==> src/rtl/pipe_ctrl_pkg.sv <==
// pipe_ctrl_pkg: shared control-word type, RV32I opcodes, ALU/imm/forward encodings and decode helpers
package pipe_ctrl_pkg;
    localparam logic [6:0] OP_LOAD   = 7'b0000011;
    localparam logic [6:0] OP_STORE  = 7'b0100011;
    localparam logic [6:0] OP_R      = 7'b0110011;
    localparam logic [6:0] OP_I      = 7'b0010011;
    localparam logic [6:0] OP_BRANCH = 7'b1100011;
    localparam logic [6:0] OP_JAL    = 7'b1101111;
    localparam logic [6:0] OP_JALR   = 7'b1100111;
    localparam logic [6:0] OP_LUI    = 7'b0110111;
    localparam logic [2:0] ALU_ADD = 3'd0, ALU_SUB = 3'd1, ALU_AND = 3'd2, ALU_OR  = 3'd3;
    localparam logic [2:0] ALU_XOR = 3'd4, ALU_SLT = 3'd5, ALU_SLL = 3'd6, ALU_SRL = 3'd7;
    localparam logic [2:0] IMM_I = 3'd0, IMM_S = 3'd1, IMM_B = 3'd2, IMM_J = 3'd3, IMM_U = 3'd4;
    typedef enum logic [1:0] {FWD_RF = 2'b00, FWD_WB = 2'b01, FWD_MEM = 2'b10} fwd_t;
    typedef struct packed {
        logic       reg_write;
        logic       result_src;
        logic       mem_write;
        logic       alu_src;
        logic [2:0] alu_control;
        logic [2:0] imm_src;
        logic       branch;
        logic       jlink;
        logic       pc_src_reg;
        logic       store_pc;
        logic       byte_op;
        logic       valid;
    } ctrl_t;
    function automatic logic [2:0] alu_op(input logic [2:0] f3, input logic sub);
        case (f3)
            3'b000:  return sub ? ALU_SUB : ALU_ADD;
            3'b001:  return ALU_SLL;
            3'b010:  return ALU_SLT;
            3'b011:  return ALU_SLT;
            3'b100:  return ALU_XOR;
            3'b101:  return ALU_SRL;
            3'b110:  return ALU_OR;
            default: return ALU_AND;
        endcase
    endfunction
    function automatic ctrl_t decode(input logic [6:0] op, input logic [2:0] f3, input logic [6:0] f7);
        ctrl_t c;
        c = '0;
        c.valid = 1'b1;
        case (op)
            OP_LOAD:   begin c.reg_write = 1'b1; c.result_src = 1'b1; c.alu_src = 1'b1; c.byte_op = (f3 == 3'b000); end
            OP_STORE:  begin c.mem_write = 1'b1; c.alu_src = 1'b1; c.imm_src = IMM_S; c.byte_op = (f3 == 3'b000); end
            OP_R:      begin c.reg_write = 1'b1; c.alu_control = alu_op(f3, f7[5]); end
            OP_I:      begin c.reg_write = 1'b1; c.alu_src = 1'b1; c.alu_control = alu_op(f3, 1'b0); end
            OP_BRANCH: begin c.branch = 1'b1; c.alu_control = ALU_SUB; c.imm_src = IMM_B; end
            OP_JAL:    begin c.reg_write = 1'b1; c.jlink = 1'b1; c.store_pc = 1'b1; c.imm_src = IMM_J; end
            OP_JALR:   begin c.reg_write = 1'b1; c.alu_src = 1'b1; c.pc_src_reg = 1'b1; c.store_pc = 1'b1; c.imm_src = IMM_I; end
            OP_LUI:    begin c.reg_write = 1'b1; c.alu_src = 1'b1; c.imm_src = IMM_U; end
            default:   c = '0;
        endcase
        return c;
    endfunction
    // {uses rs2, uses rs1}; only real source reads may raise a hazard
    function automatic logic [1:0] src_use(input logic [6:0] op);
        return (op == OP_STORE || op == OP_R || op == OP_BRANCH) ? 2'b11 :
               (op == OP_LOAD || op == OP_I || op == OP_JALR) ? 2'b01 : 2'b00;
    endfunction
endpackage

==> src/rtl/pipe_control_unit_if.sv <==
// pipe_control_unit_if: decode inputs (instr/valid/redirect) in, control words, reg indices, forward selects, stall/flush and stall count out
interface pipe_control_unit_if import pipe_ctrl_pkg::*; #(
    parameter int INSTR_WIDTH = 32,
    parameter int REG_ADDR_W  = 5,
    parameter int CNT_W       = 32
);
    logic [INSTR_WIDTH-1:0] instr_d_i;
    logic                   valid_d_i;
    logic                   redirect_e_i;
    ctrl_t                  ctrl_d_o, ctrl_e_o, ctrl_m_o, ctrl_w_o;
    logic [REG_ADDR_W-1:0]  rs1_e_o, rs2_e_o, rd_e_o;
    fwd_t                   fwd_a_e_o, fwd_b_e_o;
    logic                   stall_f_o, stall_d_o, flush_d_o, flush_e_o;
    logic [CNT_W-1:0]       stall_cnt_o;
    modport master (
        output instr_d_i, valid_d_i, redirect_e_i,
        input  ctrl_d_o, ctrl_e_o, ctrl_m_o, ctrl_w_o, rs1_e_o, rs2_e_o, rd_e_o,
        input  fwd_a_e_o, fwd_b_e_o, stall_f_o, stall_d_o, flush_d_o, flush_e_o, stall_cnt_o
    );
    modport slave (
        input  instr_d_i, valid_d_i, redirect_e_i,
        output ctrl_d_o, ctrl_e_o, ctrl_m_o, ctrl_w_o, rs1_e_o, rs2_e_o, rd_e_o,
        output fwd_a_e_o, fwd_b_e_o, stall_f_o, stall_d_o, flush_d_o, flush_e_o, stall_cnt_o
    );
endinterface

==> src/rtl/hazard_unit.sv <==
// hazard_unit: combinational load-use/RAW stall, redirect flush and E-stage operand forward selection from stage write flags and register indices
module hazard_unit import pipe_ctrl_pkg::*; #(
    parameter int REG_ADDR_W = 5,
    parameter int FWD_EN     = 1
) (
    input  logic                  e_wr,
    input  logic                  e_ld,
    input  logic                  m_wr,
    input  logic                  w_wr,
    input  logic                  use_rs1,
    input  logic                  use_rs2,
    input  logic                  redirect,
    input  logic [REG_ADDR_W-1:0] rs1_d,
    input  logic [REG_ADDR_W-1:0] rs2_d,
    input  logic [REG_ADDR_W-1:0] rs1_e,
    input  logic [REG_ADDR_W-1:0] rs2_e,
    input  logic [REG_ADDR_W-1:0] rd_e,
    input  logic [REG_ADDR_W-1:0] rd_m,
    input  logic [REG_ADDR_W-1:0] rd_w,
    output logic                  stall_f,
    output logic                  stall_d,
    output logic                  flush_d,
    output logic                  flush_e,
    output fwd_t                  fwd_a,
    output fwd_t                  fwd_b
);
    logic hit_e, hit_m, hazard;
    function automatic fwd_t sel(input logic [REG_ADDR_W-1:0] rs);
        return (FWD_EN == 0 || rs == '0) ? FWD_RF :
               (m_wr && rd_m == rs) ? FWD_MEM :
               (w_wr && rd_w == rs) ? FWD_WB : FWD_RF;
    endfunction
    assign hit_e   = (rd_e != '0) && ((use_rs1 && rs1_d == rd_e) || (use_rs2 && rs2_d == rd_e));
    assign hit_m   = (rd_m != '0) && ((use_rs1 && rs1_d == rd_m) || (use_rs2 && rs2_d == rd_m));
    assign hazard  = (FWD_EN != 0) ? (e_ld && hit_e) : ((e_wr && hit_e) || (m_wr && hit_m));
    assign stall_f = hazard && !redirect;
    assign stall_d = hazard && !redirect;
    assign flush_d = redirect;
    assign flush_e = hazard || redirect;
    assign fwd_a   = sel(rs1_e);
    assign fwd_b   = sel(rs2_e);
endmodule

==> src/rtl/pipe_control_unit.sv <==
// pipe_control_unit: RV32I decode plus D/E, E/M, M/W control pipeline with hazard handling; ports clk_i, rst_n_i (async, active-low) and the slave side of pipe_control_unit_if
module pipe_control_unit import pipe_ctrl_pkg::*; #(
    parameter int INSTR_WIDTH = 32,
    parameter int REG_ADDR_W  = 5,
    parameter int FWD_EN      = 1,
    parameter int CNT_W       = 32
) (
    input  logic               clk_i,
    input  logic               rst_n_i,
    pipe_control_unit_if.slave bus
);
    logic [REG_ADDR_W-1:0] rs1_d, rs2_d, rd_d, rs1_e, rs2_e, rd_e, rd_m, rd_w;
    ctrl_t                 ctrl_d, ctrl_e, ctrl_m, ctrl_w;
    logic [1:0]            use_src;
    logic                  redirect, stall_d, flush_e;
    logic [CNT_W-1:0]      cnt;
    assign rs1_d    = bus.instr_d_i[15 +: REG_ADDR_W];
    assign rs2_d    = bus.instr_d_i[20 +: REG_ADDR_W];
    assign rd_d     = bus.instr_d_i[7 +: REG_ADDR_W];
    assign ctrl_d   = bus.valid_d_i ? decode(bus.instr_d_i[6:0], bus.instr_d_i[14:12], bus.instr_d_i[31:25]) : '0;
    assign use_src  = bus.valid_d_i ? src_use(bus.instr_d_i[6:0]) : 2'b00;
    // keeps flush low while reset is held
    assign redirect = bus.redirect_e_i && rst_n_i;
    hazard_unit #(.REG_ADDR_W(REG_ADDR_W), .FWD_EN(FWD_EN)) u_hazard (
        .e_wr    (ctrl_e.valid && ctrl_e.reg_write),
        .e_ld    (ctrl_e.valid && ctrl_e.result_src),
        .m_wr    (ctrl_m.valid && ctrl_m.reg_write),
        .w_wr    (ctrl_w.valid && ctrl_w.reg_write),
        .use_rs1 (use_src[0]),
        .use_rs2 (use_src[1]),
        .redirect(redirect),
        .rs1_d   (rs1_d),
        .rs2_d   (rs2_d),
        .rs1_e   (rs1_e),
        .rs2_e   (rs2_e),
        .rd_e    (rd_e),
        .rd_m    (rd_m),
        .rd_w    (rd_w),
        .stall_f (bus.stall_f_o),
        .stall_d (stall_d),
        .flush_d (bus.flush_d_o),
        .flush_e (flush_e),
        .fwd_a   (bus.fwd_a_e_o),
        .fwd_b   (bus.fwd_b_e_o)
    );
    always_ff @(posedge clk_i or negedge rst_n_i) begin
        if (!rst_n_i) begin
            ctrl_e <= '0;
            ctrl_m <= '0;
            ctrl_w <= '0;
            rs1_e  <= '0;
            rs2_e  <= '0;
            rd_e   <= '0;
            rd_m   <= '0;
            rd_w   <= '0;
            cnt    <= '0;
        end else begin
            ctrl_e <= flush_e ? '0 : ctrl_d;
            rs1_e  <= flush_e ? '0 : rs1_d;
            rs2_e  <= flush_e ? '0 : rs2_d;
            rd_e   <= flush_e ? '0 : rd_d;
            ctrl_m <= ctrl_e;
            ctrl_w <= ctrl_m;
            rd_m   <= rd_e;
            rd_w   <= rd_m;
            cnt    <= (stall_d && !(&cnt)) ? cnt + 1'b1 : cnt;
        end
    end
    assign bus.ctrl_d_o    = ctrl_d;
    assign bus.ctrl_e_o    = ctrl_e;
    assign bus.ctrl_m_o    = ctrl_m;
    assign bus.ctrl_w_o    = ctrl_w;
    assign bus.rs1_e_o     = rs1_e;
    assign bus.rs2_e_o     = rs2_e;
    assign bus.rd_e_o      = rd_e;
    assign bus.stall_d_o   = stall_d;
    assign bus.flush_e_o   = flush_e;
    assign bus.stall_cnt_o = cnt;
endmodule

==> src/flat_wrapper.sv <==
// flat-port wrapper written by rule: the top's interface ports become plain ports
module pipe_control_unit_flat import pipe_ctrl_pkg::*;
#(
    parameter int INSTR_WIDTH = 32,
    parameter int REG_ADDR_W  = 5,
    parameter int FWD_EN      = 1,
    parameter int CNT_W       = 32
)
  (clk_i, rst_n_i, bus_instr_d_i, bus_valid_d_i, bus_redirect_e_i, bus_ctrl_d_o, bus_ctrl_e_o, bus_ctrl_m_o, bus_ctrl_w_o, bus_rs1_e_o, bus_rs2_e_o, bus_rd_e_o, bus_fwd_a_e_o, bus_fwd_b_e_o, bus_stall_f_o, bus_stall_d_o, bus_flush_d_o, bus_flush_e_o, bus_stall_cnt_o);
  pipe_control_unit_if #(.INSTR_WIDTH(INSTR_WIDTH), .REG_ADDR_W(REG_ADDR_W), .CNT_W(CNT_W)) bus_i ();
  input  logic clk_i;
  input  logic rst_n_i;
  input wire logic [$bits(bus_i.instr_d_i)-1:0] bus_instr_d_i;
  input wire logic [$bits(bus_i.valid_d_i)-1:0] bus_valid_d_i;
  input wire logic [$bits(bus_i.redirect_e_i)-1:0] bus_redirect_e_i;
  output wire logic [$bits(bus_i.ctrl_d_o)-1:0] bus_ctrl_d_o;
  output wire logic [$bits(bus_i.ctrl_e_o)-1:0] bus_ctrl_e_o;
  output wire logic [$bits(bus_i.ctrl_m_o)-1:0] bus_ctrl_m_o;
  output wire logic [$bits(bus_i.ctrl_w_o)-1:0] bus_ctrl_w_o;
  output wire logic [$bits(bus_i.rs1_e_o)-1:0] bus_rs1_e_o;
  output wire logic [$bits(bus_i.rs2_e_o)-1:0] bus_rs2_e_o;
  output wire logic [$bits(bus_i.rd_e_o)-1:0] bus_rd_e_o;
  output wire logic [$bits(bus_i.fwd_a_e_o)-1:0] bus_fwd_a_e_o;
  output wire logic [$bits(bus_i.fwd_b_e_o)-1:0] bus_fwd_b_e_o;
  output wire logic [$bits(bus_i.stall_f_o)-1:0] bus_stall_f_o;
  output wire logic [$bits(bus_i.stall_d_o)-1:0] bus_stall_d_o;
  output wire logic [$bits(bus_i.flush_d_o)-1:0] bus_flush_d_o;
  output wire logic [$bits(bus_i.flush_e_o)-1:0] bus_flush_e_o;
  output wire logic [$bits(bus_i.stall_cnt_o)-1:0] bus_stall_cnt_o;
  assign bus_i.instr_d_i = bus_instr_d_i;
  assign bus_i.valid_d_i = bus_valid_d_i;
  assign bus_i.redirect_e_i = bus_redirect_e_i;
  assign bus_ctrl_d_o = bus_i.ctrl_d_o;
  assign bus_ctrl_e_o = bus_i.ctrl_e_o;
  assign bus_ctrl_m_o = bus_i.ctrl_m_o;
  assign bus_ctrl_w_o = bus_i.ctrl_w_o;
  assign bus_rs1_e_o = bus_i.rs1_e_o;
  assign bus_rs2_e_o = bus_i.rs2_e_o;
  assign bus_rd_e_o = bus_i.rd_e_o;
  assign bus_fwd_a_e_o = bus_i.fwd_a_e_o;
  assign bus_fwd_b_e_o = bus_i.fwd_b_e_o;
  assign bus_stall_f_o = bus_i.stall_f_o;
  assign bus_stall_d_o = bus_i.stall_d_o;
  assign bus_flush_d_o = bus_i.flush_d_o;
  assign bus_flush_e_o = bus_i.flush_e_o;
  assign bus_stall_cnt_o = bus_i.stall_cnt_o;
  pipe_control_unit #(.INSTR_WIDTH(INSTR_WIDTH), .REG_ADDR_W(REG_ADDR_W), .FWD_EN(FWD_EN), .CNT_W(CNT_W)) u_core (.clk_i(clk_i), .rst_n_i(rst_n_i), .bus(bus_i));
endmodule
==> config.mk <==
export PLATFORM = sky130hd
export DESIGN_NAME = pipe_control_unit_flat
export DESIGN_NICKNAME = d
export VERILOG_FILES = /design/src/rtl/pipe_ctrl_pkg.sv /design/src/rtl/pipe_control_unit_if.sv /design/src/rtl/hazard_unit.sv /design/src/rtl/pipe_control_unit.sv /design/src/flat_wrapper.sv
export SDC_FILE = /design/constraint.sdc
export NUM_CORES = 1
export LEC_CHECK = 0
export ABC_AREA = 1
export CORE_ASPECT_RATIO = 1.25
export CORE_UTILIZATION = 35
export CTS_BUF_LIST = sky130_fd_sc_hd__clkbuf_16
export CTS_CLUSTER_DIAMETER = 120
export DETAILED_ROUTE_END_ITERATION = 8
export PLACE_DENSITY = 0.63
export SETUP_SLACK_MARGIN = 0.02
export SLEW_MARGIN = 20
export SYNTH_ARGS = -nofsm -noshare
export SYNTH_HDL_FRONTEND = slang
export SYNTH_SLANG_ARGS = --single-unit
==> constraint.sdc <==
create_clock -name clk_i -period 2 [get_ports clk_i]
set_clock_uncertainty 0.15 [all_clocks]
set_input_delay 0.3 -clock clk_i [delete_from_list [all_inputs] [get_ports clk_i]]
set_output_delay 0.3 -clock clk_i [all_outputs]
set_load 0.1 [all_outputs]
Word level (Yosys, flattened, before mapping)
Index checks and enable logic that the tools add are counted.

Add/subtract/negate cells: 1. Eq/ne operators: 20. Multiplexer cells: 29. Reductions and logical operators: 33.

Operators by type and width (count): 3-bit one-hot mux with 6 select lines (2); 32-bit by 1-bit adder with 32-bit output, second input constant (1); 16-bit 2-to-1 mux (2); 32-bit AND reduction (1); 5-bit == test (6); 7-bit by 6-bit == test with 1-bit output, second input constant (3); 7-bit == test, second input constant (3); 5-bit 2-to-1 mux (3); 1-bit logical AND (14); 1-bit 2-to-1 mux (14); 2-bit 2-to-1 mux (6); 3-bit one-hot mux with 4 select lines (1); 5-bit logical NOT (2); 3-bit == test, second input constant (3); 3-bit one-hot mux with 3 select lines (1); 8-bit OR reduction (1); 7-bit by 2-bit == test with 1-bit output, second input constant (1); 7-bit by 5-bit == test with 1-bit output, second input constant (1); 3-bit by 2-bit == test with 1-bit output, second input constant (2); 1-bit logical OR (6); 2-bit OR reduction (3); 6-bit OR reduction (1); 5-bit nonzero test (1); 5-bit OR reduction (1); 3 further kinds (4).

Register bits: 105. Input bits: 36. Output and inout bits: 119.

Depth between registers and ports, before layout
Gate-level depths: netlist (run 1).

Depth after elaboration: 12. Gate-level depth with buffers: 13. Gate-level depth less buffers: 12.

By module
A second synthesis (run 1) with hierarchy kept.

Cells, all modules: 694. Area total of the unflattened synthesis: 5191.2 um2.

Modules (own cells, without submodules): pipe_control_unit (instances 1, cells an instance 562, area each 4595.7 um2, seq. area each 2627.5 um2); hazard_unit (instances 1, cells an instance 132, area each 595.6 um2, seq. area each 0.0 um2).

Worst setup path before layout (run 1)
OpenSTA, ideal clock, no wires.

Path type: input -> output. From: input port bus_instr_d_i[4]. To: output port bus_ctrl_d_o[6]. Arrival: 3.050 ns. Required time: 1.550 ns. Slack: -1.500 ns. Cell stages on the path: 7. Buffers on the path: 0. Path through: inv_2 > nand3_1 > inv_1 > nand4_1 > nor2_1 > inv_1 > nand2_1.

Word-level cells in the longest chain between the ends: 3. Elaborated cells between the ends (all ways): 6. Those cells by class: eq/ne: 4; mux: 2.

Ends and longest elaborated chain: start: declaration (RTL line flat_wrapper.sv:13) `input wire logic [$bits(bus_i.instr_d_i)-1:0] bus_instr_d_i;`; 7-bit by 6-bit == test with 1-bit output or 7-bit == test (tied branches) (RTL line pipe_ctrl_pkg.sv:45) `case (op)`; 3-bit one-hot mux with 4 select lines * (RTL line pipe_ctrl_pkg.sv:45); 16-bit 2-to-1 mux * (RTL line pipe_control_unit.sv:20) `assign ctrl_d = bus.valid_d_i ? decode(bus.instr_d_i[6:0], bus.instr_d_i[14:12], bus.instr_d_i[31:25]) : '0;`; end: declaration (RTL line flat_wrapper.sv:16) `output wire logic [$bits(bus_i.ctrl_d_o)-1:0] bus_ctrl_d_o;`.

Every way passes the cells marked *; elsewhere a longest branch is shown, timed or not.

Worst setup path after layout (run 1)
From: register u_core.rd_e[4], in the netlist u_core.bus.rd_e_o[4]. To: output port bus_flush_e_o.

Word-level cells in the longest chain between the ends: 6. Elaborated cells between the ends (all ways): 9. Those cells by class: eq/ne: 2; reduce/logical: 7.

Ends and longest elaborated chain: start: declaration (RTL line pipe_control_unit.sv:12) `logic [REG_ADDR_W-1:0] rs1_d, rs2_d, rd_d, rs1_e, rs2_e, rd_e, rd_m, rd_w;`; start signal: assignment (RTL line pipe_control_unit.sv:61) `rd_e <= flush_e ? '0 : rd_d;`; 5-bit == test (RTL line hazard_unit.sv:33) `assign hit_e = (rd_e != '0) && ((use_rs1 && rs1_d == rd_e) || (use_rs2 && rs2_d == rd_e));`; 1-bit logical AND (RTL line hazard_unit.sv:33); 1-bit logical OR (RTL line hazard_unit.sv:33); 1-bit logical AND * (RTL line hazard_unit.sv:33); 1-bit logical AND * (RTL line hazard_unit.sv:35) `assign hazard = (FWD_EN != 0) ? (e_ld && hit_e) : ((e_wr && hit_e) || (m_wr && hit_m));`; 1-bit logical OR * (RTL line hazard_unit.sv:39) `assign flush_e = hazard || redirect;`; end: declaration (RTL line flat_wrapper.sv:28) `output wire logic [$bits(bus_i.flush_e_o)-1:0] bus_flush_e_o;`.

Marks and branches as above.

==> reports/metrics.yaml, run 1 <==
placement:
  dp.cells: 1007
  hpwlAfterDp_microns: 11520
  routabilityCongestion: 0.8716
  dp_slack_ns: -0.5365
  post_dp_cell_area_sq_um: 8429
  io_buffers: 148
yosys:
  syn-cell-area_sq_um: 5090
  yosysSeqAreaShare_pct: 51.62
  synth-seq-cells: 105
  yosys.cell_types.count: 39
  synth-async-reset-ratio_pct: 100.0
  ys_top_cells_by_area: "dfrtp_1, nand2_1, inv_1, nor2_1, o21bai_1"
  synth_ff_type: "dfrtp_1"
  synth_edf_count: 0
  syn-num-nets: 652
  syn_inst: 615
  yosys.area.top_type_share_pct: 51.62
  synth_top_area_cell: "dfrtp_1"
  avgSynthCellArea_sq_um: 8.276
  yosys_warnings: 0
clock_network:
  clockBufferDepth: 2
  cts_tree: "yes"
  cts-root-buf: "clkbuf_16"
  cts.clk_slew.worst_paths_ns: 0.08
  cts-htree-levels: 3
  insertion_delay_ns: 0.35
  clock_sinks: 105
  cts_made_buffers: 9
sta:
  finalHoldViolCount: 0
  rsz0062_at_grt: "yes"
  setup_slack_ns: -0.3443
  post-route-period-util_pct: 117.2
  period_needed_ns: 2.344
  max_freq_mhz: 426.6
  slew_violations: 0
  worstMarginPinSlew_ns: 0.5798
  maxSlewHeadroom_pct: 61.34
  setup_violations: 39
status:
  outcome: "finished, violations left"
  violations: "negative setup slack"
floorplanning:
  die_w_microns: 109.9
  die-area_sq_um: 15030
  row_count: 48
  io_pins: 155
  die_y_microns: 136.8
  coreArea_sq_um: 13990
  start_util_pct: 36.37
worst_setup_path:
  critPathArrivalTime_ns: 1.89
  cp.required_ns: 1.55
  worst-setup-path-type: "register to output pin"
  endpoint_kind: "output pin"
  critical_path.max_fanout: 3
  start_kind: "register"
finish:
  area_delta_synth_final_pct: 82.28
  layout.nets: 905
  instances_no_fill: 1048
  nFillCells: 1092
  final_util_pct: 66.30
  final_common_cell: "buf_4"
  final_cell_mix: "buf_4, nand2_1, inv_1, buf_12, dfrtp_1"
  fin_area_sq_um: 9278
  layout-drive-gt1-share_pct: 51.78
  antennaDiodeCount: 0
route:
  drt_iter0_markers: 181
  wl_per_cell_microns: 15.00
  drc: 0
  antenna_left: 0
  via_count: 5058
  finalWirelength_microns: 15720
  avgViaCountPerCell: 4.826
  drtPass1Iterations: 4
grt:
  grt-busiest-layer: "met2"
  grt_usage_pct: 21.90
  grt.met2_usage_pct: 39.38
  grt_max_degree: 106
  grt_use_met3_pct: 6.524
  grt_remaining_overflow: 0
  antenna_found_initial: 0
  grt_pass1_wl_microns: 25360
  use_met1_pct: 24.55
  first_global_vias: 5341
pwr:
  p_leak_nw: 4.400
  ir_drop_mv: 0.3753
  powerDensity_nw_per_um2: 507.2
hold_path:
  hold_path.class: "register to register"
run:
  maxCapViolations: 0
[path summary, 6_finish.rpt]
| path | from | endpoint | slack, ns | depth (start not counted) |
|---|---|---|---|---|
| max | u_core.bus.rd_e_o[4] | bus_flush_e_o | -0.34 | 8 |
| min | u_core.bus.ctrl_e_o[9] | u_core.bus.ctrl_m_o[9] | 0.23 | 0 |
| max reg2reg | u_core.bus.rd_e_o[4] | u_core.bus.stall_cnt_o[9] | -0.19 | 13 |
| min reg2reg | u_core.bus.ctrl_e_o[9] | u_core.bus.ctrl_m_o[9] | 0.23 | 0 |
| max in group asynchronous | rst_n_i | u_core.bus.stall_cnt_o[3] | 0.73 | 3 |
| min in group asynchronous | rst_n_i | u_core.bus.stall_cnt_o[19] | 0.48 | 3 |
[per-stage QoR]
stage	total power, W	hold slack (ns)	setup TNS (ns)
2_1_floorplan	0.002619	-0.1456	-5.721
3_3_place_gp	0.002950	0.2066	-30.37
3_5_place_dp	0.002960	0.2116	-32.48
4_1_cts	0.004728	0.2295	-5.066
5_1_grt	0.004874	0.2424	-8.489
6_report	0.004706	0.2297	-6.092
[layer usage]
layer | vias up | routed length, microns
met3 | 28 | 1148
met1 | 2393 | 5820
met4 | 0 | 335
met5 | - | 0
li1 | 2460 | -
met2 | 177 | 8418
[state kept, by name (all words and copies together) (netlist names)]
| signal | count |
|---|---|
| u_core.rd_m | 5 |
| u_core.bus.rd_e_o | 5 |
| u_core.bus.ctrl_w_o | 16 |
| u_core.bus.rs2_e_o | 5 |
| u_core.bus.ctrl_e_o | 16 |
| u_core.bus.rs1_e_o | 5 |
| u_core.bus.ctrl_m_o | 16 |
| u_core.bus.stall_cnt_o | 32 |
| u_core.rd_w | 5 |
[area by class of cell]
class                   instances  area (sq um)  area share, %
clock inverters                 7         66.31         0.7148
inverters                     104         435.4          4.693
flip-flops and latches        105          2773          29.89
repair buffers                254          3009          32.43
multi-input cells             394          2550          27.48
clock buffers                   9         225.2          2.428
well taps                     175         219.0          2.360
[synth_stat cells (3+ instances only)]
| cell | count |
|---|---|
| a211oi_1 | 3 |
| a21oi_1 | 4 |
| a221oi_1 | 3 |
| buf_4 | 4 |
| buf_6 | 6 |
| dfrtp_1 | 105 |
| inv_1 | 103 |
| nand2_1 | 141 |
| nand2_2 | 5 |
| nand3_1 | 30 |
| nand4_1 | 20 |
| nor2_1 | 70 |
| nor2_2 | 30 |
| nor3_1 | 18 |
| nor3_2 | 3 |
| nor4_1 | 3 |
| o21ai_0 | 11 |
| o21bai_1 | 26 |
| o22ai_1 | 5 |
| xor2_1 | 3 |
[cell families after synthesis]
family                     count (synthesis)  share of synthesized area, %
and+or+nand+nor                          331                         29.89
DFF                                      105                         51.62
buffers and inverters                    116                         9.759
AOI/OAI and AO/OA                         59                         7.965
adders and majority gates                  1                        0.2458
xor gates and xnor gates                   3                        0.5163
[what timing repair did]
item                                    CTS  global route
buffers inserted                         19             4
hold buffers                              1             0
endpoints found under the setup margin   86            69
gates cloned                              2             1
gates resized for setup                  91            40
hold endpoints to repair                105             0
pin swaps                                32            21
[report_power, final]
group,switching (W),total [W],internal [W]
clock network,0.000854,0.00172,0.000867
registers,0.0000482,0.00222,0.00217
logic,0.000477,0.000764,0.000288
total,0.00138,0.00471,0.00333
[critical path, cell delays in order, from the launching register on]
cell	delay (ns)
dfrtp_4	0.49
buf_4	0.16
o211ai_1	0.27
nor2_2	0.08
nand2_2	0.08
nand2_4	0.07
nand2_4	0.08
nand2_2	0.12
buf_12	0.20
(Power assumes the default switching activity.)
==> inputs of run 2 (changes only) <==
Settings changed: CORE_UTILIZATION 35 to 47, CTS_CLUSTER_SIZE set to 12, PLACE_DENSITY 0.63 to 0.8.
==> run 2 against run 1 <==
The flow still finishes with violations (negative setup slack). Sequential cell count stayed put. Worst setup slack worse by 0.072 ns. Clock-buffer cell count stayed put. Sequential power hardly changed. Sequential share of layout area is 0.27 points lower. Die area is 25% lower. Largest power group unchanged.
==> reports/metrics.yaml, run 2 (synthesis gave the netlist of run 1 again) <==
grt:
  grt_usage_pct: 33.70
  first_global_vias: 5705
  grt_pass1_wl_microns: 28660
  grt_max_degree: 106
  antenna_found_initial: 0
  grt_remaining_overflow: 0
status:
  outcome: "finished, violations left"
  violations: "negative setup slack"
sta:
  slew_violations: 0
  setup_slack_ns: -0.4167
  maxSlewHeadroom_pct: 61.44
  worstMarginPinSlew_ns: 0.5783
  rsz0062_at_grt: "yes"
  post-route-period-util_pct: 120.8
  max_freq_mhz: 413.8
  tns_ns: -12.55
  finalHoldViolCount: 0
  period_needed_ns: 2.417
  setup_violations: 55
finish:
  final_common_cell: "buf_4"
  nFillCells: 451
  instances_no_fill: 1014
  multi_input_area_sq_um: 2574
  layout.nets: 914
  ff_latch_area_sq_um: 2773
  final_cell_mix: "buf_4, nand2_1, inv_1, buf_12, dfrtp_1"
  area_delta_synth_final_pct: 83.92
  layout-drive-gt1-share_pct: 52.83
  final_util_pct: 88.63
  antennaDiodeCount: 0
  largest_reg_flops: 32
floorplanning:
  die-area_sq_um: 11250
  row_count: 42
  die_w_microns: 95.08
  start_util_pct: 48.19
  coreArea_sq_um: 10560
  io_pins: 155
  die_y_microns: 118.4
worst_setup_path:
  r2r_cells: 14
  timing.rr.start: "u_core.bus.rd_e_o[0]"
  reg2reg_slack_ns: -0.35
  cp.required_ns: 1.55
  max_stage_delay_ns: 0.53
  start_kind: "input pin"
  endpoint_kind: "output pin"
  cp_cell_sequence: "clkdlybuf4s50_1, inv_1, nand2_1, nand2_1, nor2_1, nand2_1, nor2_2, nand2_2, nand2_4, nand2_4, nor2_4, buf_12"
  worst-setup-path-type: "input pin to output pin"
  critPathArrivalTime_ns: 1.97
  critical_path.max_fanout: 3
  slowest_stage: "clkdlybuf4s50_1"
  cpMostUsedCell: "nand2_1"
  worstReg2RegEnd: "u_core.bus.stall_cnt_o[2]"
route:
  via_count: 5699
  avgViaCountPerCell: 5.620
  drtPass1Iterations: 5
  drt_iter0_markers: 351
  wl_per_cell_microns: 20.03
  drc: 0
  finalWirelength_microns: 20310
  antenna_left: 0
hold_path:
  min_delay_worst_endpoint: "u_core.bus.ctrl_w_o[14]"
  min_path_cells: 0
  hold_path.class: "register to register"
  hold_start: "u_core.bus.ctrl_m_o[14]"
clock_network:
  cts-root-buf: "clkbuf_16"
  cts_made_buffers: 9
  cts-htree-levels: 3
  clockBufferDepth: 2
  insertion_delay_ns: 0.35
  cts.clk_slew.worst_paths_ns: 0.07
  cts_tree: "yes"
  clock_sinks: 105
pwr:
  totalPowerFinal_w: 0.004754
  powerDensity_nw_per_um2: 507.9
  ir_drop_mv: 0.5202
  p_leak_nw: 4.474
placement:
  dp.cells: 960
  hpwlAfterDp_microns: 11390
  io_buffers: 148
  routabilityCongestion: 0.9545
run:
  maxCapViolations: 0
[run 2: cell count changes in the layout (fill, tap and decap cells not counted), sizes merged]
cell	delta
buf	+6
bufbuf	+2
clkbuf	+1
clkdlybuf4s15	-2
clkdlybuf4s50	+1
clkinv	-1
dlygate4sd2	-1
dlymetal6s2s	+2
inv	+1
[run 2: metrics by stage]
stage | hold slack (ns) | cell area (sq um) | worst slack [ns]
global route | 0.2420 | 9361 | -0.4882
finish | 0.2290 | 9361 | -0.4167
CTS | 0.2317 | 9055 | -0.2995
global placement | 0.2063 | 8333 | -0.4729
floorplan | -0.1456 | 5653 | -0.5808
detailed placement | 0.2125 | 8333 | -0.5306
[run 2: worst max path at each step]
| stage | start | endpoint | slack (ns) |
|---|---|---|---|
| after floorplan | u_core.bus.rd_e_o[3] | bus_stall_f_o | -0.58 |
| after global placement | bus_instr_d_i[4] | bus_stall_d_o | -0.47 |
| after detailed placement | bus_instr_d_i[6] | bus_ctrl_d_o[0] | -0.53 |
| after CTS | u_core.bus.rd_e_o[4] | bus_stall_d_o | -0.30 |
| after global routing | bus_instr_d_i[18] | bus_stall_d_o | -0.49 |
| final | bus_instr_d_i[18] | bus_stall_d_o | -0.42 |
[run 2: critical path, delay by kind of cell]
family | cells | cell delay [ns]
and+or+nand+nor | 9 | 0.84
buffers and inverters | 3 | 0.82
[run 2: cell type report]
type	instances	share of cell area, %
Clock buffer	9	2.406
Clock inverter	7	0.7084
Inverter	104	4.651
Multi-Input combinational cell	394	27.49
Sequential cell	105	29.62
Tap cell	132	1.764
Timing Repair Buffer	263	33.36
[run 2: routing by layer]
metal  wire, microns  global-route usage [%]  vias to the layer above
met5               0                       0                        -
met3            1592                   8.623                      108
li1                -                       -                     2472
met1            6861                   36.91                     2766
met2           10700                   59.51                      353
met4            1162                   15.25                        0
[run 2: power breakdown]
part / switching [W] / total [W] / internal (W)
registers: 0.0000518 / 0.00222 / 0.00217
clock network: 0.000862 / 0.00173 / 0.000869
logic: 0.000505 / 0.000800 / 0.000294
total: 0.00142 / 0.00475 / 0.00334
[run 2: repair_timing]
item                                    CTS  global route
hold buffers                              1             0
pin swaps                                38            26
endpoints found under the setup margin   86            56
setup buffers                            18            15
hold endpoints to repair                105             0
cloned                                    5             0
resized for setup                        84            50
==> patch (settings of run 1) <==
`FWD_EN` is set to 1 in 3 places; all go to 0.
--- a/src/rtl/hazard_unit.sv
+++ b/src/rtl/hazard_unit.sv
@@ -3,3 +3,3 @@
     parameter int REG_ADDR_W = 5,
-    parameter int FWD_EN     = 1
+    parameter int FWD_EN     = 0
 ) (
--- a/src/rtl/pipe_control_unit.sv
+++ b/src/rtl/pipe_control_unit.sv
@@ -4,3 +4,3 @@
     parameter int REG_ADDR_W  = 5,
-    parameter int FWD_EN      = 1,
+    parameter int FWD_EN      = 0,
     parameter int CNT_W       = 32
--- a/src/flat_wrapper.sv
+++ b/src/flat_wrapper.sv
@@ -5,3 +5,3 @@
     parameter int REG_ADDR_W  = 5,
-    parameter int FWD_EN      = 1,
+    parameter int FWD_EN      = 0,
     parameter int CNT_W       = 32
Check against the original RTL: not equivalent (a bounded check fails within 4 cycles, from zero or initial values and one cycle with rst_n_i low).
==> patch against run 1 <==
- the run still ends with negative setup slack left
- synthesized area shrank 2.4%
- combinational power shrank 3.3%
- critical path depth grew 5
- total power grew 2.4%
- die area shrank 2.3%
- cell area shrank 3.1%
- sequential cell count shrank 5
- maximum frequency shrank 5.5%
- sequential share of layout area shrank 0.84 points
- routed wire length shrank 0.64%
- setup slack lost 140 ps
==> patch: results (changes against run 1) <==
The run finished, with violations left. The checks that failed: negative setup slack. The distinct cell type count of the synthesized netlist is 31 (-21%).

The startpoint of the worst-slack reg-to-reg timing path is u_core.rd_m[2]. The maximum fanout count along the critical path is 5 (+2). In the synthesized netlist, the cells that appear most often are 193 x nand2_1, 101 x inv_1, 100 x dfrtp_1.

The mean instance size in the synthesized netlist is 7.69 um^2 (-7.1%). The global-route wire length before repair is 25,200 um (-0.46%). The maximum VDD drop is 0.506 mV (+35%). The final-report setup violation count came out at 65 (+67%). By area the synthesized netlist is led by dfrtp_1 50%, nand2_1 15%, inv_1 7.6%, nor2_1 5.4%, nand4_1 5.3%. The number of cells in the finished layout apart from fillers is 1,095 (+4.5%).

The fraction of synthesis flops using an asynchronous set or reset pin came out at 100% (unchanged). The worst hold path class is in2reg. The post-placement worst setup slack came to -515 ps (+21.2 ps).

The family of cells with the greatest summed delay on the critical path is simple AND/OR/NAND/NOR gates. The critical path's largest stage delay is 530 ps (+40 ps). The worst slew margin relative to its limit came out at 64.5% (+3.2 points). The final weighted congestion in routability-driven placement came out at 0.951 (+9.2%). Yosys instantiated no cell more often than nand2_1. The leakage component of the power is 4.38 nW (-0.48%). The clock-pin slew reported for the worst setup and hold paths after clock tree synthesis came out at 70 ps.

The depth of the worst register-to-register path is 17 (+4). The final worst-path setup slack came to -480 ps (-135 ps). The initial DRC count is 237 (+31%). The startpoint identified for the worst hold timing path is bus_instr_d_i[21]. The latest clock arrival within the worst-skew pair is 340 ps. The share of the yosys chip area belonging to registers is 50.4% (-1.3 points).

The number of buffers inserted during clock tree synthesis came out at 9 (unchanged). The initial antenna violation count is 0 (unchanged). The placed instance count is 1,049 (+4.2%). The number of nets in the layout came to 952 (+5.2%). The number of global-route vias before repair is 5,338 (-0.056%). The half-perimeter wire length after placement is 11,000 um (-4.1%).

Among all stages on the critical path, the largest delay is contributed by dfrtp_4. The fraction of final layout cells sized beyond drive strength 1 came out at 46.8% (-4.9 points). The global routing usage summed across all routing layers is 21.9% (+0.025 points). The count of filler cells inserted in the layout is 1,117 (+2.3%). The via density per instance came to 4.84 (+0.34%). The most critical setup path has its startpoint at u_core.bus.rd_e_o[2]. The number of antenna diodes is 0 (unchanged).

The depth of the worst hold-timing path is 4 (+4). The number of buffers inserted by port buffering is 144 (-2.7%). The flip-flop count of the largest register, all copies and words added is 32 (unchanged). The arrival time of the worst setup path is 2030 ps (+140 ps). The largest net degree at the start of global routing is 101 (-4.7%). The routed length per instance is 14.3 um (-4.9%).
## patch: layer usage
layer	vias up	track usage (%)	wire, um
li1	2575	-	-
met1	2529	24.4	5820
met4	0	7.88	347
met3	27	3.70	720
met2	172	41.2	8730
met5	-	0	0
## patch: final cells by class
cell class | count | share of cell area (%)
Clock buffer | 9 | 2.51
Clock inverter | 7 | 1.28
Inverter | 106 | 4.63
Multi-Input combinational cell | 420 | 26.2
Sequential cell | 100 | 29.0
Tap cell | 175 | 2.44
Timing Repair Buffer | 278 | 33.9
## patch: where the power goes
part | leakage [nW] | internal [mW] | switching (mW)
registers | 1.29 | 2.06 | 0.0275
clock network | 0.169 | 1.22 | 0.774
logic | 2.92 | 0.240 | 0.499
total | 4.38 | 3.52 | 1.30
## patch: timing repair
action / 4_1_cts / 5_1_grt
gates cloned: 5 / 0
setup endpoints to repair: 80 / 79
buffers inserted: 15 / 14
hold buffers: 1 / 0
resized for setup: 82 / 68
pin swaps: 29 / 58
hold endpoints to repair: 100 / 0
## patch: final timing paths
kind,slack [ps],endpoint
max,-480,bus_flush_e_o
min,190,u_core.bus.rs2_e_o[1]
max reg2reg,-160,u_core.bus.stall_cnt_o[19]
min reg2reg,220,u_core.bus.ctrl_w_o[2]
max in group asynchronous,750,u_core.bus.rd_e_o[1]
min in group asynchronous,520,u_core.bus.stall_cnt_o[6]
## patch: cells by family (layout without fill, tap and decap cells)
logic type / after synthesis / after routing / synth area share [%]
other cells: 1 / 4 / 0.0755
simple gates: 399 / 399 / 36.2
xor+xnor: 1 / 1 / 0.176
buf+inv: 129 / 400 / 11.3
fa+ha+maj: 1 / 1 / 0.252
flops: 100 / 100 / 50.4
compound gates: 15 / 15 / 1.64
## patch: through the flow
step | TNS (ps) | utilization [%] | power, mW | cell area, um^2 | hold slack (ps)
after detailed placement | -33160 | 57.9 | 2.80 | 8000 | 211
after floorplan | -2790 | - | 2.51 | 5280 | -146
after CTS | -4370 | 63.6 | 4.83 | 8780 | 227
final | -7130 | 65.1 | 4.82 | 8990 | 188
after global placement | -29990 | 57.9 | 2.80 | 8000 | 209
after global routing | -16810 | 65.1 | 4.99 | 8990 | 195
## patch: tightest hold or removal path: cells and delay by family
kind / cells / cell delay [ps]
buffers and inverters: 3 / 310
and+or+nand+nor: 1 / 30
